`config.mk`:
```
export PLATFORM = sky130hd
export DESIGN_NAME = ltpi_gpio_pin_bridge
export DESIGN_NICKNAME = d
export VERILOG_FILES = /design/src/rtl/ltpi_gpio_pin_bridge_pkg.sv /design/src/rtl/ltpi_gpio_debounce.sv /design/src/rtl/ltpi_gpio_pin_bridge.sv
export SDC_FILE = /design/constraint.sdc
export NUM_CORES = 1
export LEC_CHECK = 0
export CORE_ASPECT_RATIO = 1.2
export CORE_UTILIZATION = 52
export CTS_CLUSTER_DIAMETER = 60
export DETAILED_ROUTE_END_ITERATION = 8
export PLACE_DENSITY = 0.85
export SETUP_SLACK_MARGIN = 0.1
export SYNTH_ARGS = -nofsm -noshare
export SYNTH_HDL_FRONTEND = slang
export SYNTH_SLANG_ARGS = --single-unit
```
`constraint.sdc`:
```
create_clock -name CLK_25M_OSC_CPU_FPGA -period 10 [get_ports CLK_25M_OSC_CPU_FPGA]
set_input_delay 3 -clock CLK_25M_OSC_CPU_FPGA [delete_from_list [all_inputs] [get_ports CLK_25M_OSC_CPU_FPGA]]
set_output_delay 3 -clock CLK_25M_OSC_CPU_FPGA [all_outputs]
set_load 0.05 [all_outputs]
```
`src/rtl/ltpi_gpio_pin_bridge_pkg.sv`:
```
// Shared types for the LTPI GPIO pin bridge: link FSM states and the change counter.
package ltpi_gpio_pin_bridge_pkg;

    localparam int unsigned COUNT_W = 16;

    typedef logic [COUNT_W-1:0] count_t;

    localparam count_t COUNT_MAX = '1;

    typedef enum logic [1:0] {
        LINK_DOWN = 2'd0,
        HOLDOFF   = 2'd1,
        LINK_UP   = 2'd2
    } link_state_t;

    // Saturating counter step; a clear coinciding with an increment yields 1.
    function automatic count_t count_next(input count_t cur, input logic inc, input logic clr);
        count_t nxt;
        nxt = cur;
        if (clr) begin
            nxt = inc ? COUNT_W'(1) : '0;
        end else if (inc && (cur != COUNT_MAX)) begin
            nxt = cur + COUNT_W'(1);
        end
        return nxt;
    endfunction

endpackage

```
`src/rtl/ltpi_gpio_debounce.sv`:
```
// One input channel: metastability synchroniser followed by a stability-window debouncer.
module ltpi_gpio_debounce #(
    parameter int unsigned SYNC_STAGES     = 2,
    parameter int unsigned DEBOUNCE_CYCLES = 250
) (
    input  logic clk,
    input  logic rst,
    input  logic pin,
    output logic stable
);

    localparam int unsigned CNT_W_RAW = $clog2(DEBOUNCE_CYCLES + 1);
    localparam int unsigned CNT_W     = (CNT_W_RAW < 1) ? 1 : CNT_W_RAW;
    localparam int unsigned CNT_LAST  = (DEBOUNCE_CYCLES == 0) ? 0 : DEBOUNCE_CYCLES - 1;

    logic [SYNC_STAGES-1:0] sync;
    logic [CNT_W-1:0]       cnt;
    logic                   s;

    assign s = sync[SYNC_STAGES-1];

    // Shift the raw pin through the synchroniser chain.
    always_ff @(posedge clk or posedge rst) begin
        if (rst) begin
            sync <= '0;
        end else begin
            sync <= {sync[SYNC_STAGES-2:0], pin};
        end
    end

    // Accept a new level only after it has differed for the full window; the counter stops at CNT_LAST.
    always_ff @(posedge clk or posedge rst) begin
        if (rst) begin
            cnt    <= '0;
            stable <= 1'b0;
        end else if (DEBOUNCE_CYCLES == 0) begin
            cnt    <= '0;
            stable <= s;
        end else if (s == stable) begin
            cnt <= '0;
        end else if (cnt == CNT_W'(CNT_LAST)) begin
            cnt    <= '0;
            stable <= s;
        end else begin
            cnt <= cnt + CNT_W'(1);
        end
    end

endmodule

```
`src/rtl/ltpi_gpio_pin_bridge.sv`:
```
// Bridges board GPIO pins to/from the LTPI tunnel: debounced inputs, link-gated outputs.
module ltpi_gpio_pin_bridge
    import ltpi_gpio_pin_bridge_pkg::*;
#(
    parameter int unsigned       NUM_IN          = 16,
    parameter int unsigned       NUM_OUT         = 16,
    parameter int unsigned       SYNC_STAGES     = 2,
    parameter int unsigned       DEBOUNCE_CYCLES = 250,
    parameter int unsigned       ALIGN_HOLDOFF   = 1024,
    parameter logic [NUM_OUT-1:0] FAILSAFE_OUT   = '0
) (
    input  logic               CLK_25M_OSC_CPU_FPGA,
    input  logic               reset_in,
    input  logic [NUM_IN-1:0]  pin_in,
    output logic [NUM_IN-1:0]  gpio_to_ltpi,
    input  logic [NUM_OUT-1:0] gpio_from_ltpi,
    input  logic               aligned,
    output logic [NUM_OUT-1:0] pin_out,
    output logic               link_up,
    output logic               in_change,
    input  logic               clr_count,
    output count_t             change_count
);

    localparam int unsigned HO_W_RAW = $clog2(ALIGN_HOLDOFF);
    localparam int unsigned HO_W     = (HO_W_RAW < 1) ? 1 : HO_W_RAW;
    localparam int unsigned HO_LAST  = ALIGN_HOLDOFF - 1;

    logic clk;
    logic rst;

    assign clk = CLK_25M_OSC_CPU_FPGA;
    assign rst = reset_in;

    logic [NUM_IN-1:0] stable;
    logic [NUM_IN-1:0] stable_prev;

    link_state_t     state;
    link_state_t     state_next;
    logic [HO_W-1:0] ho_cnt;
    logic [HO_W-1:0] ho_cnt_next;

    // Per-channel synchroniser and debouncer.
    for (genvar i = 0; i < NUM_IN; i++) begin : g_ch
        ltpi_gpio_debounce #(
            .SYNC_STAGES     (SYNC_STAGES),
            .DEBOUNCE_CYCLES (DEBOUNCE_CYCLES)
        ) u_deb (
            .clk    (clk),
            .rst    (rst),
            .pin    (pin_in[i]),
            .stable (stable[i])
        );
    end

    assign gpio_to_ltpi = stable;

    // Edge-detect the debounced vector; any number of simultaneous bit changes gives one pulse.
    always_ff @(posedge clk or posedge rst) begin
        if (rst) begin
            stable_prev <= '0;
            in_change   <= 1'b0;
        end else begin
            stable_prev <= stable;
            in_change   <= |(stable ^ stable_prev);
        end
    end

    // Saturating count of change pulses with synchronous clear.
    always_ff @(posedge clk or posedge rst) begin
        if (rst) begin
            change_count <= '0;
        end else begin
            change_count <= count_next(change_count, in_change, clr_count);
        end
    end

    // Link FSM state register.
    always_ff @(posedge clk or posedge rst) begin
        if (rst) begin
            state  <= LINK_DOWN;
            ho_cnt <= '0;
        end else begin
            state  <= state_next;
            ho_cnt <= ho_cnt_next;
        end
    end

    // Link FSM next state: aligned must hold for the whole holdoff window before going live.
    always_comb begin
        state_next  = state;
        ho_cnt_next = ho_cnt;
        case (state)
            LINK_DOWN: begin
                if (aligned) begin
                    state_next  = HOLDOFF;
                    ho_cnt_next = '0;
                end
            end
            HOLDOFF: begin
                if (!aligned) begin
                    state_next  = LINK_DOWN;
                    ho_cnt_next = '0;
                end else if (ho_cnt == HO_W'(HO_LAST)) begin
                    state_next  = LINK_UP;
                    ho_cnt_next = '0;
                end else begin
                    ho_cnt_next = ho_cnt + HO_W'(1);
                end
            end
            LINK_UP: begin
                if (!aligned) begin
                    state_next = LINK_DOWN;
                end
            end
            default: begin
                state_next  = LINK_DOWN;
                ho_cnt_next = '0;
            end
        endcase
    end

    // Registered outputs: link_up tracks the state, pin_out follows one cycle behind it.
    always_ff @(posedge clk or posedge rst) begin
        if (rst) begin
            link_up <= 1'b0;
            pin_out <= FAILSAFE_OUT;
        end else begin
            link_up <= (state_next == LINK_UP);
            pin_out <= (state == LINK_UP) ? gpio_from_ltpi : FAILSAFE_OUT;
        end
    end

endmodule

```
# Yosys cells after proc, flatten, opt, wreduce, memory -nomap -nowiden
# Cells that the tools add are included.
# word_totals
regBits,238
in_bits,36
output_inout_bits,50
word_cells,195
# classes
add_sub_neg,18
n_eq_ne,38
muxes,45
n_bitwise,18
n_reduce_logical,21
# ops
op,count
two-way mux 8 bit,32
adder 8 x 1 -> 8 bit (second input constant),16
equality test 8 bit (second input constant),16
two-way mux 16 bit,3
AND reduction 2 bit,17
two-way mux 10 bit,3
case mux 10 bit (3 select lines),1
inverter 1 bit,17
adder 16 x 1 -> 16 bit (second input constant),1
equality test 1 bit,16
!= test 16 bit (second input constant),1
OR reduction 16 bit,1
XOR 16 bit,1
adder 10 x 1 -> 10 bit (second input constant),1
equality test 10 bit (second input constant),1
two-way mux 2 bit,4
case mux 2 bit (3 select lines),1
equality test 2 bit (second input constant),2
equality test 2 x 1 -> 1 bit (second input constant),1
zero test 2 bit,1
!= test 2 bit (second input constant),1
nonzero test 2 bit,1
logical AND 1 bit,1
two-way mux 1 bit,1

# Longest topological paths before layout
# Gate-level depths: netlist (run 1).
# depth
depth_word,5
mapped_depth,7
depth_no_buf,6

# By module
# From an unflattened synthesis (run 1), not the netlist that was laid out.
# unflattened
cells_unflattened,976
hier_area_um2,10661.5
# by_module_without_submodules
module,instances,cells_per_inst,area_each_um2,seq_area_each_um2
ltpi_gpio_debounce at g_ch[0].u_deb ...,15,46,499.2,275.3
ltpi_gpio_pin_bridge,1,240,2676.3,1551.5
ltpi_gpio_debounce at g_ch[5].u_deb,1,46,496.7,275.3

# Least setup slack after synthesis (run 1)
# Ideal clock, no wire load.
# synth_timing
path_kind,input -> register
start,input aligned
end,register ho_cnt[7]
setup_time_ps,116
arrival_time_ps,3775
required_ps,9884
path_slack_ps,6109
stages,4
path_buffers,0
path_cell_list,nand3b_1 a31oi_1 nand3_1 o311ai_0
# synth_between
elab_chain_len,2
word_cells_on_any_way,4
cone_classes,eq/ne (1); mux (2); reduce/logical (1)
# synth_lines
item,line_no,rtl
"start, declared",ltpi_gpio_pin_bridge.sv:17,"input logic aligned,"
two-way mux 10 bit / != test 2 bit (equally long branches),-,
case mux 10 bit (3 select lines) / AND reduction 2 bit (equally long branches),-,
"end signal, assigned",ltpi_gpio_pin_bridge.sv:85,ho_cnt <= ho_cnt_next;
"end, declared",ltpi_gpio_pin_bridge.sv:40,logic [HO_W-1:0] ho_cnt;
# Several ways; a longest one is shown, not always the timed one.
# A chain may end at the register's enable or synchronous reset.

# Final worst setup path (run 1)
# layout_timing
start,register g_ch[13].u_deb.stable
end,output gpio_to_ltpi[13]
# layout_rtl
item,line_no,rtl
"start, declared",ltpi_gpio_debounce.sv:9,output logic stable
"start signal, assigned",ltpi_gpio_debounce.sv:38,stable <= s;
"start signal, assigned",ltpi_gpio_debounce.sv:43,stable <= s;
"end, declared",ltpi_gpio_pin_bridge.sv:15,"output logic [NUM_IN-1:0] gpio_to_ltpi,"
# No word-level cell between the ends.

==> results of run 1 <==
[cell type report]
| class | count | share of cell area (%) |
|---|---|---|
| Sequential cell | 238 | 49.6 |
| Multi-Input combinational cell | 628 | 32.5 |
| Timing Repair Buffer | 87 | 7.22 |
| Clock buffer | 37 | 6.09 |
| Tap cell | 256 | 2.67 |
| Clock inverter | 7 | 1.15 |
| Inverter | 22 | 0.751 |
[report_power, final]
| group | total, W | internal, W | switching [W] |
|---|---|---|---|
| Sequential | 0.00101 | 0.000986 | 0.0000203 |
| Clock | 0.000958 | 0.000605 | 0.000353 |
| Combinational | 0.0000782 | 0.0000320 | 0.0000463 |
[Yosys cell counts, drive strengths merged (3+ instances only)]
master and count:
nand2 62, nand3 40, or4 5, xnor2 64
xor2 66, dfrtp 238, nor3 18, nand2b 20
inv 22, o21ai 11, buf 19, mux2 20
nor4 8, nand4 25, a21oi 13, and2 18
or3 6, ha 34, and4 3, o31ai 6
nor2 186, nor2b 5, clkbuf 22
[kinds of logic (layout without fill, tap and decap cells)]
| group | Yosys count | count (layout) | synth area share [%] |
|---|---|---|---|
| AND/OR/NAND/NOR | 401 | 401 | 18.1 |
| flip-flops | 238 | 238 | 58.7 |
| XOR/XNOR | 130 | 130 | 11.2 |
| buffers and inverters | 63 | 153 | 2.96 |
| AO/OA/AOI/OAI | 42 | 42 | 2.54 |
| adder cells (fa/ha/maj) | 34 | 34 | 4.19 |
| multiplexers | 21 | 21 | 2.32 |
[through the flow]
step           power, W  setup WS, ns  hold WS (ns)  cell area, µm²
2_1_floorplan   0.00107         0.469         0.331           10200
3_3_place_gp    0.00110          4.98         0.332           11100
3_5_place_dp    0.00110          4.96         0.336           11100
4_1_cts         0.00207          5.11         0.349           12000
5_1_grt         0.00212          5.04         0.344           12000
6_report        0.00204          5.13         0.349           12000
[flip-flops by register name, indices dropped and copies added (netlist names)]
register / count
stable_prev: 16
g_ch.u_deb.sync: 32
in_change: 1
pin_out: 16
link_up: 1
g_ch.u_deb.stable: 16
g_ch.u_deb.cnt: 128
state: 2
change_count: 16
ho_cnt: 10
[metal layers]
| layer | vias up | part of all wire [%] |
|---|---|---|
| met5 | - | 0 |
| met4 | 0 | 1.9 |
| met3 | 36 | 5.4 |
| met2 | 134 | 52 |
| met1 | 3280 | 41 |
| li1 | 3185 | - |
[how the worst max path moves through the flow]
stage | endpoint | slack (ns) | cells after the start
floorplan | change_count[0] | 0.47 | 1
global placement | g_ch[14].u_deb.cnt[4] | 4.98 | 3
detailed placement | g_ch[14].u_deb.cnt[6] | 4.96 | 3
CTS | gpio_to_ltpi[13] | 5.11 | 1
global route | in_change | 5.04 | 1
finish | gpio_to_ltpi[13] | 5.13 | 1
==> metrics.log, run 1 <==
INFO  metric power_density = 170 nW/µm²
INFO  metric globalRoute.busiestLayer = met2
INFO  metric avgSynthCellArea = 10.9 µm²
INFO  metric cp_slowest_stage_delay = 0.91 ns
INFO  metric cp_cell_sequence = clkdlybuf4s50_1
INFO  metric cts_repair_resize_count = 0
INFO  metric max_freq = 205 MHz
INFO  metric timing.slew.headroom = 19.3%
INFO  metric synth_async_sr_flop_share = 100%
INFO  metric use_met3 = 4.02%
INFO  metric commonest_non_fill_non_tap_cell_in_the_layout = sky130_fd_sc_hd__dfrtp_1
INFO  metric crit_path_start = g_ch[13].u_deb.stable
INFO  metric worst_pin_slew = 1.20 ns
INFO  metric worst_path_dominant_cell_family = buffers and inverters
INFO  metric grt_pass1_vias = 6,769
INFO  metric routed_wl = 17.8 mm
INFO  metric max_capacitance_violation_count = 0
INFO  metric clk_transition_reported_paths = 0.06 ns
INFO  metric drt_pass1_iterations = 4
INFO  metric track_usage = 18.8%
INFO  metric route.antenna.remaining_nets = 0
INFO  metric holdPathEnd = g_ch[4].u_deb.sync[1]
INFO  metric chipHeight = 155 µm
INFO  metric post-place-cells = 1,231
INFO  metric rsz0062_at_grt = no
INFO  metric netlist_area = 10,200 µm²
INFO  metric setup_viol = 0
INFO  metric syn_to_final_growth = 18.2%
INFO  metric fill_cells = 1,504
INFO  metric finalCritPeriodShare = 48.7%
INFO  metric min-delay-path-class = flop to flop
INFO  metric drcViolationCount = 0
INFO  metric timing.rr.end = change_count[3]
INFO  metric nNetsFinal = 1,071
INFO  metric number_of_antenna_violations_at_the_first_check_in_global_routing = 0
INFO  metric whs_path_depth = 0
INFO  metric floorplan.die.width = 130 µm
INFO  metric report.final.hold_viol_count = 0
INFO  metric worst_skew_pair.late_latency = 0.51 ns
INFO  metric timing_max_transition_violations_final = 0
INFO  metric global_route.usage.met2 = 33.7%
INFO  metric rows = 55
INFO  metric clock_tree.buffer_depth = 3
INFO  metric design.core.area = 19,000 µm²
INFO  metric ir_drop_worst_case_vdd = 179 µV
INFO  metric r2r-start = change_count[9]
INFO  metric n_antenna_cell = 0
INFO  metric drt_iter0_drc = 386
INFO  metric worst-endpoint-required = 7.00 ns
INFO  metric vias = 6,635
INFO  metric io_buffers = 85
INFO  metric count_of_distinct_cell_types_in_the_synthesized_netlist = 38
INFO  metric setup.worst_path.end_class = output pin
INFO  metric fin_setup_tns = 0 ns
INFO  metric timing.clock.skew = 0.00751 ns
INFO  metric floorplan.initialDensity = 53.5%
INFO  metric grt_first_pass_wirelength = 30.8 mm
INFO  metric synth_top_cell_area_share = 58.7%
INFO  metric timing_worst_setup_path_type = flop to output pin
INFO  metric cts_htree_levels = 1
INFO  metric leading_cell_types_in_the_layout_fill_and_taps_excluded = sky130_fd_sc_hd__dfrtp_1, sky130_fd_sc_hd__nor2_1, sky130_fd_sc_hd__clkdlybuf4s50_1
INFO  metric place.gp.congestion = 0.796
INFO  metric dominant_synthesized_flop_cell = sky130_fd_sc_hd__dfrtp_1
INFO  metric critical_path.startpoint_type = flop
INFO  metric yosysWarningCount = 0
INFO  metric timing.critical_path.fanout_max = 5
INFO  metric outcome = complete, no violations
INFO  metric clock_tree_from_tritoncts = built
INFO  metric edff_count_synth = 0
INFO  metric clock_sink_total = 238
INFO  metric final_layout_size_suffix_gt1_share = 6.18%
INFO  metric cts_setup_buffers = 0
INFO  metric dp.final_hpwl = 11.8 mm
INFO  metric critical_path_arrival = 1.87 ns
INFO  metric synthesized_nets = 999
INFO  metric clockRootBuffer = sky130_fd_sc_hd__clkbuf_16
INFO  metric r2r_slack = 7.71 ns
INFO  metric seqCellArea = 5960 µm²
INFO  metric met1_usage = 22.7%
INFO  metric library_cell_contributing_the_largest_single_delay_on_the_critical_path = sky130_fd_sc_hd__clkdlybuf4s50_1
INFO  metric crit_buf_inv = 1
INFO  metric min_period = 4.87 ns
INFO  metric wl_per_cell = 14.0 µm
INFO  metric reg2reg_depth = 4
INFO  metric hp-start = g_ch[4].u_deb.sync[0]
INFO  metric multiInputGateArea = 3900 µm²
INFO  metric design.die.area = 20,100 µm²
INFO  metric postLayoutCoreUtil = 63.2%
INFO  metric cts-buffers-inserted = 24
INFO  metric synthTopCellsByArea = sky130_fd_sc_hd__dfrtp_1, sky130_fd_sc_hd__nor2_1, sky130_fd_sc_hd__xor2_1
INFO  metric layoutNonFillerInstCount = 1,275
INFO  metric synthDominantAreaCellType = sky130_fd_sc_hd__dfrtp_1
INFO  metric synth-seq-area-share = 58.7%
INFO  metric leakage = 5.34 nW
INFO  metric postSynthRegisterBits = 238
INFO  metric io-pin-count = 86
INFO  metric synth_cells = 929
INFO  metric grt_start_max_net_pins = 111
INFO  metric grt-ovfl-total = 0
INFO  metric drt-vias-per-instance = 5.20
INFO  metric cts_hold_repair.buffers = 0
Power figures use the tool's default switching activity.
==> inputs of run 2 (changes only) <==
--- a/config.mk
+++ b/config.mk
@@ -9,7 +9,7 @@
 export CORE_UTILIZATION = 52
 export CTS_CLUSTER_DIAMETER = 60
 export DETAILED_ROUTE_END_ITERATION = 8
-export PLACE_DENSITY = 0.85
+export PLACE_DENSITY = 0.82
 export SETUP_SLACK_MARGIN = 0.1
 export SYNTH_ARGS = -nofsm -noshare
 export SYNTH_HDL_FRONTEND = slang
==> constraint.sdc (replaced) <==
create_clock -name CLK_25M_OSC_CPU_FPGA -period 5.07 [get_ports CLK_25M_OSC_CPU_FPGA]
set_input_delay 1.521 -clock CLK_25M_OSC_CPU_FPGA [delete_from_list [all_inputs] [get_ports CLK_25M_OSC_CPU_FPGA]]
set_output_delay 1.521 -clock CLK_25M_OSC_CPU_FPGA [all_outputs]
set_load 0.05 [all_outputs]
==> metrics.log, run 2 (synthesized netlist as in run 1, its figures left out) <==
INFO  metric power_density = 339 nW/µm² (was 170 nW/µm²)
INFO  metric cts_repair_resize_count = 0 (unchanged)
INFO  metric r2r-start = change_count[9] (unchanged)
INFO  metric reg_top3 = g_ch.u_deb.cnt: 128 flops, g_ch.u_deb.sync: 32 flops (unchanged)
INFO  metric dp.final_hpwl = 11.3 mm (was 11.8 mm)
INFO  metric track_usage = 17.8% (was 18.8%)
INFO  metric grt_first_pass_wirelength = 29.3 mm (was 30.8 mm)
INFO  metric outcome = complete, no violations (unchanged)
INFO  metric hp-start = g_ch[13].u_deb.sync[0] (was g_ch[4].u_deb.sync[0])
INFO  metric drt-vias-per-instance = 5.08 (was 5.20)
INFO  metric fin_setup_tns = 0 ns (unchanged)
INFO  metric max_capacitance_violation_count = 0 (unchanged)
INFO  metric timing.slew.headroom = 20.0% (was 19.3%)
INFO  metric drt_pass1_iterations = 6 (was 4)
INFO  metric clk_transition_reported_paths = 0.06 ns (about the same)
INFO  metric min_period = 3.38 ns
INFO  metric io_buffers = 85 (unchanged)
INFO  metric clockRootBuffer = sky130_fd_sc_hd__clkbuf_16 (unchanged)
INFO  metric wl_per_cell = 13.5 µm (was 14.0 µm)
INFO  metric timing.rr.end = change_count[4] (was change_count[3])
INFO  metric design.core.area = 19,000 µm² (unchanged)
INFO  metric n_antenna_cell = 0 (unchanged)
INFO  metric power.net_switching = 0.000846 W (was 0.000420 W)
INFO  metric cts_hold_repair.buffers = 0 (unchanged)
INFO  metric drt_iter0_drc = 281 (was 386)
INFO  metric route.antenna.remaining_nets = 0 (unchanged)
INFO  metric comb_power_share = 3.8% (about the same)
INFO  metric design.die.area = 20,100 µm² (unchanged)
INFO  metric vias = 6,479 (was 6,635)
INFO  metric design_area = 12,000 µm² (about the same)
INFO  metric critical_path.startpoint_type = flop (unchanged)
INFO  metric multiInputGateArea = 3900 µm² (unchanged)
INFO  metric min-delay-path-class = flop to flop (unchanged)
INFO  metric commonest_non_fill_non_tap_cell_in_the_layout = sky130_fd_sc_hd__dfrtp_1 (unchanged)
INFO  metric floorplan.die.width = 130 µm (unchanged)
INFO  metric nNetsFinal = 1,071 (unchanged)
INFO  metric regMostFlops = g_ch.u_deb.cnt (unchanged)
INFO  metric finalCritPeriodShare = 66.6%
INFO  metric cp_cell_sequence = clkdlybuf4s50_1 (unchanged)
INFO  metric seqCellArea = 5960 µm² (unchanged)
INFO  metric report.final.hold_viol_count = 0 (unchanged)
INFO  metric worst_path_dominant_cell_family = buffers and inverters (unchanged)
INFO  metric grt-ovfl-total = 0 (unchanged)
INFO  metric clock_tree.buffer_depth = 3 (unchanged)
INFO  metric seq_power_share = 48.7% (was 49.3%)
INFO  metric fill_cells = 1,475 (was 1,504)
INFO  metric timing_worst_setup_path_type = flop to output pin (unchanged)
INFO  metric critical_path_arrival = 1.86 ns (was 1.87 ns)
INFO  metric grt_pass1_vias = 6,505 (was 6,769)
INFO  metric timing.critical_path.fanout_max = 9 (was 5)
INFO  metric leakage = 5.36 nW (was 5.34 nW)
INFO  metric worst-endpoint-required = 3.55 ns (was 7.00 ns)
INFO  metric ir_drop_worst_case_vdd = 264 µV (was 179 µV)
INFO  metric cts_htree_levels = 1 (unchanged)
INFO  metric clock_sink_total = 238 (unchanged)
INFO  metric grt_start_max_net_pins = 200 (was 111)
INFO  metric timing.clock.skew = 0.0150 ns (was 0.00751 ns)
INFO  metric rsz0062_at_grt = no (unchanged)
INFO  metric r2r_slack = 2.78 ns (was 7.71 ns)
INFO  metric cts_setup_buffers = 0 (unchanged)
INFO  metric worst_skew_pair.late_latency = 0.51 ns (about the same)
INFO  metric worst_pin_slew = 1.19 ns (was 1.20 ns)
INFO  metric io-pin-count = 86 (unchanged)
INFO  metric setup.worst_path.end_class = output pin (unchanged)
INFO  metric reg2reg_depth = 4 (unchanged)
INFO  metric cts-buffers-inserted = 24 (unchanged)
INFO  metric library_cell_contributing_the_largest_single_delay_on_the_critical_path = sky130_fd_sc_hd__clkdlybuf4s50_1 (unchanged)
INFO  metric setup_viol = 0 (unchanged)
INFO  metric timing_max_transition_violations_final = 0 (unchanged)
INFO  metric leading_cell_types_in_the_layout_fill_and_taps_excluded = sky130_fd_sc_hd__dfrtp_1, sky130_fd_sc_hd__nor2_1, sky130_fd_sc_hd__clkdlybuf4s50_1 (unchanged)
INFO  metric cp_slowest_stage_delay = 0.86 ns (was 0.91 ns)
INFO  metric number_of_antenna_violations_at_the_first_check_in_global_routing = 0 (unchanged)
INFO  metric whs_path_depth = 0 (unchanged)
INFO  metric path_depth = 1 (unchanged)
INFO  metric placedInstanceArea = 11,100 µm² (about the same)
INFO  metric chipHeight = 155 µm (unchanged)
INFO  metric syn_to_final_growth = 18.5% (was 18.2%)
INFO  metric routed_wl = 17.2 mm (was 17.8 mm)
INFO  metric share_clk_of_total_power = 47.5% (was 46.9%)
INFO  metric place.gp.congestion = 0.785 (was 0.796)
INFO  metric rows = 55 (unchanged)
INFO  metric clock_tree_from_tritoncts = built (unchanged)
INFO  metric crit_buf_inv = 1 (unchanged)
INFO  metric drcViolationCount = 0 (unchanged)
INFO  metric final_layout_size_suffix_gt1_share = 6.48% (was 6.18%)
INFO  metric switching_share = 20.8% (was 20.5%)
INFO  metric floorplan.initialDensity = 53.5% (unchanged)
INFO  metric holdPathEnd = g_ch[13].u_deb.sync[1] (was g_ch[4].u_deb.sync[1])
INFO  metric max_freq = 296 MHz
INFO  metric flip_flop_count_of_the_largest_register_all_copies_and_words_added = 128 (unchanged)
INFO  metric internal_power = 0.00323 W (was 0.00162 W)
==> run 2: cell type report <==
type                       instances  share of cell area [%]
clock buffer                      32                    5.75
clock inverter                    12                    1.66
inverter                          22                   0.718
multi-input combinational        628                    32.4
sequential                       238                    49.5
tap                              256                    2.66
timing repair buffer              87                    7.30
==> run 2: worst max path at each step <==
stage                                startpoint                to  slack, ns
after CTS                 g_ch[13].u_deb.stable  gpio_to_ltpi[13]       1.67
after floorplan                        reset_in   change_count[0]       0.43
final                                 in_change         in_change       1.69
after detailed placement                aligned         ho_cnt[7]       1.84
after global routing      g_ch[11].u_deb.stable  gpio_to_ltpi[11]       1.63
after global placement                  aligned         ho_cnt[6]       1.90
==> run 2: metal layers <==
layer	track usage [%]	wire length [µm]	vias to the layer above
met1	22.1	7400	3164
li1	-	-	3173
met5	0	0	-
met2	31.8	8730	117
met3	3.75	847	25
met4	3.88	265	0
==> run 2: power groups by stage <==
| stage | clock network, W | logic [W] | registers [W] |
|---|---|---|---|
| after floorplan | 0 | 0.000106 | 0.00201 |
| after global placement | 0 | 0.000153 | 0.00202 |
| after detailed placement | 0 | 0.000159 | 0.00202 |
| after CTS | 0.00198 | 0.000161 | 0.00198 |
| after global routing | 0.00205 | 0.000181 | 0.00199 |
| final | 0.00193 | 0.000155 | 0.00199 |
==> run 2: through the flow <==
| stage | hold slack [ns] | util, % | cells | power (W) | setup WS, ns |
|---|---|---|---|---|---|
| 2_1_floorplan | 0.331 | - | 929 | 0.00212 | 0.429 |
| 3_3_place_gp | 0.332 | 58.6 | 1231 | 0.00217 | 1.90 |
| 3_5_place_dp | 0.335 | 58.6 | 1231 | 0.00218 | 1.84 |
| 4_1_cts | 0.343 | 63.3 | 1275 | 0.00413 | 1.67 |
| 5_1_grt | 0.354 | 63.3 | 1275 | 0.00422 | 1.63 |
| 6_report | 0.341 | 63.3 | 1275 | 0.00407 | 1.69 |
==> inputs of run 3 (changes only) <==
==> constraint.sdc (replaced) <==
create_clock -name CLK_25M_OSC_CPU_FPGA -period 3.4 [get_ports CLK_25M_OSC_CPU_FPGA]
set_input_delay 1.02 -clock CLK_25M_OSC_CPU_FPGA [delete_from_list [all_inputs] [get_ports CLK_25M_OSC_CPU_FPGA]]
set_output_delay 1.02 -clock CLK_25M_OSC_CPU_FPGA [all_outputs]
set_load 0.05 [all_outputs]
==> metrics.log, run 3 (synthesized netlist as in run 1, its figures left out) <==
INFO  metric outcome = complete, no violations (unchanged)
INFO  metric drt-vias-per-instance = 5.10 (was 5.08)
INFO  metric clk_transition_reported_paths = 0.06 ns (about the same)
INFO  metric n_antenna_cell = 0 (unchanged)
INFO  metric max_freq = 346 MHz
INFO  metric library_cell_contributing_the_largest_single_delay_on_the_critical_path = sky130_fd_sc_hd__clkdlybuf4s50_1 (unchanged)
INFO  metric fin_setup_tns = 0 ns (unchanged)
INFO  metric cts_hold_repair.buffers = 0 (unchanged)
INFO  metric ir_drop_worst_case_vdd = 410 µV (was 264 µV)
INFO  metric regMostFlops = g_ch.u_deb.cnt (unchanged)
INFO  metric use_met3 = 3.27% (was 3.75%)
INFO  metric min_period = 2.89 ns
INFO  metric reg2reg_depth = 4 (unchanged)
INFO  metric setup_viol = 0 (unchanged)
INFO  metric io_buffers = 85 (unchanged)
INFO  metric cts_repair_resize_count = 0 (unchanged)
INFO  metric dp.final_hpwl = 11.3 mm (about the same)
INFO  metric critical_path_arrival = 1.87 ns (was 1.86 ns)
INFO  metric floorplan.initialDensity = 53.5% (unchanged)
INFO  metric nNetsFinal = 1,074 (was 1,071)
INFO  metric power_density = 484 nW/µm² (was 339 nW/µm²)
INFO  metric rows = 55 (unchanged)
INFO  metric global_route.usage.met2 = 29.7% (was 31.8%)
INFO  metric final_power = 0.00578 W (was 0.00407 W)
INFO  metric chipHeight = 155 µm (unchanged)
INFO  metric cts_setup_buffers = 0 (unchanged)
INFO  metric place.gp.congestion = 0.776 (was 0.785)
INFO  metric timing.clock.skew = 0.0144 ns (was 0.0150 ns)
INFO  metric commonest_non_fill_non_tap_cell_in_the_layout = sky130_fd_sc_hd__dfrtp_1 (unchanged)
INFO  metric cp_slowest_stage_delay = 0.86 ns (about the same)
INFO  metric worst-endpoint-required = 2.38 ns (was 3.55 ns)
INFO  metric timing.critical_path.fanout_max = 9 (unchanged)
INFO  metric cts_htree_levels = 1 (unchanged)
INFO  metric worstSetupEndpoint = in_change (unchanged)
INFO  metric grt-ovfl-total = 0 (unchanged)
INFO  metric clockRootBuffer = sky130_fd_sc_hd__clkbuf_16 (unchanged)
INFO  metric r2r_slack = 1.36 ns (was 2.78 ns)
INFO  metric timing.rr.end = change_count[11] (was change_count[4])
INFO  metric vias = 6,502 (was 6,479)
INFO  metric worst_skew_pair.late_latency = 0.52 ns (was 0.51 ns)
INFO  metric worst_case_hold_slack = 0.344 ns (was 0.341 ns)
INFO  metric drt_pass1_iterations = 6 (unchanged)
INFO  metric clock_tree.buffer_depth = 3 (unchanged)
INFO  metric worst_pin_slew = 0.879 ns (was 1.19 ns)
INFO  metric worst_path_dominant_cell_family = buffers and inverters (unchanged)
INFO  metric layoutNonFillerInstCount = 1,275 (unchanged)
INFO  metric cp_cell_sequence = clkdlybuf4s50_1 (unchanged)
INFO  metric globalRoute.busiestLayer = met2 (unchanged)
INFO  metric drcViolationCount = 0 (unchanged)
INFO  metric r2r-start = in_change (was change_count[9])
INFO  metric route.antenna.remaining_nets = 0 (unchanged)
INFO  metric routed_wl = 16.7 mm (was 17.2 mm)
INFO  metric number_of_antenna_violations_at_the_first_check_in_global_routing = 0 (unchanged)
INFO  metric critical_path.startpoint_type = flop (unchanged)
INFO  metric postLayoutCoreUtil = 62.9% (was 63.3%)
INFO  metric floorplan.die.width = 130 µm (unchanged)
INFO  metric grt_first_pass_wirelength = 29.0 mm (was 29.3 mm)
INFO  metric wl_per_cell = 13.1 µm (was 13.5 µm)
INFO  metric timing_worst_setup_path_type = flop to output pin (unchanged)
INFO  metric reg_top3 = g_ch.u_deb.cnt: 128 flops, g_ch.u_deb.sync: 32 flops (unchanged)
INFO  metric setup.worst_path.end_class = output pin (unchanged)
INFO  metric path_depth = 1 (unchanged)
INFO  metric track_usage = 17.5% (was 17.8%)
INFO  metric crit_buf_inv = 1 (unchanged)
INFO  metric timing_max_transition_violations_final = 0 (unchanged)
INFO  metric cts-buffers-inserted = 25 (was 24)
INFO  metric met1_usage = 22.8% (was 22.1%)
INFO  metric rsz0062_at_grt = no (unchanged)
INFO  metric min-delay-path-class = flop to flop (unchanged)
INFO  metric clock_tree_from_tritoncts = built (unchanged)
INFO  metric crit_path_start = in_change (unchanged)
INFO  metric leakage = 5.32 nW (was 5.36 nW)
INFO  metric clock_sink_total = 238 (unchanged)
INFO  metric timing.slew.headroom = 41.3% (was 20.0%)
INFO  metric drt_iter0_drc = 303 (was 281)
INFO  metric syn_to_final_growth = 17.6% (was 18.5%)
INFO  metric report.final.hold_viol_count = 0 (unchanged)
INFO  metric finalCritPeriodShare = 85.1%
INFO  metric leading_cell_types_in_the_layout_fill_and_taps_excluded = sky130_fd_sc_hd__dfrtp_1, sky130_fd_sc_hd__nor2_1, sky130_fd_sc_hd__clkdlybuf4s50_1 (unchanged)
INFO  metric io-pin-count = 86 (unchanged)
INFO  metric grt_pass1_vias = 6,478 (was 6,505)
INFO  metric max_capacitance_violation_count = 0 (unchanged)
INFO  metric post-place-cells = 1,233 (was 1,231)
INFO  metric design.die.area = 20,100 µm² (unchanged)
INFO  metric flip_flop_count_of_the_largest_register_all_copies_and_words_added = 128 (unchanged)
INFO  metric fill_cells = 1,483 (was 1,475)
INFO  metric grt_start_max_net_pins = 129 (was 200)
INFO  metric final_layout_size_suffix_gt1_share = 6.28% (was 6.48%)
INFO  metric design.core.area = 19,000 µm² (unchanged)
run 3: changes by cell type in the layout (fill, tap and decap cells not counted), sizes merged:
cell and change:
bufinv -4, clkbuf +4, clkinv -3, inv +1
buf +2
run 3: how the worst min path moves through the flow:
stage | from | to | slack, ns | cells past startpoint
3_5_place_dp | g_ch[0].u_deb.sync[0] | g_ch[0].u_deb.sync[1] | 0.33 | 0
6_report | g_ch[2].u_deb.sync[0] | g_ch[2].u_deb.sync[1] | 0.34 | 0
4_1_cts | g_ch[2].u_deb.sync[0] | g_ch[2].u_deb.sync[1] | 0.34 | 0
5_1_grt | g_ch[2].u_deb.sync[0] | g_ch[2].u_deb.sync[1] | 0.35 | 0
2_1_floorplan | g_ch[0].u_deb.sync[0] | g_ch[0].u_deb.sync[1] | 0.33 | 0
3_3_place_gp | g_ch[2].u_deb.sync[0] | g_ch[2].u_deb.sync[1] | 0.33 | 0
run 3: layout make-up:
type                    count  area, µm²  area share, %
repair buffers             89        893           7.48
inverters                  22       86.3          0.723
well taps                 256        320           2.68
clock buffers              36        727           6.09
clock inverters             6       62.6          0.524
multi-input cells         628       3900           32.6
flip-flops and latches    238       5960           49.9
run 3: through the flow:
step           instance area [µm²]  worst slack [ns]
2_1_floorplan                10200            -0.740
3_3_place_gp                 11200             0.744
3_5_place_dp                 11200             0.655
4_1_cts                      11900             0.497
5_1_grt                      11900             0.444
6_report                     11900             0.508
run 3: worst register-to-register path, cell delays in order, from the launching register on:
cell and delay, ns:
sky130_fd_sc_hd__dfrtp_1 0.50, sky130_fd_sc_hd__nand4_1 0.28, sky130_fd_sc_hd__or3_1 0.51, sky130_fd_sc_hd__or4_1 0.50, sky130_fd_sc_hd__a21oi_1 0.16
run 3: layer usage:
layer | vias to the layer above | share of wire, %
li1 | 3180 | -
met1 | 3164 | 43
met2 | 129 | 50
met3 | 29 | 4.9
met4 | 0 | 2.2
met5 | - | 0
run 3: power breakdown:
part           internal (W)  leakage (nW)  switching, W
clock network       0.00155         0.392       0.00104
logic             0.0000956          1.72      0.000134
registers           0.00290          3.21     0.0000584
total               0.00455          5.32       0.00123
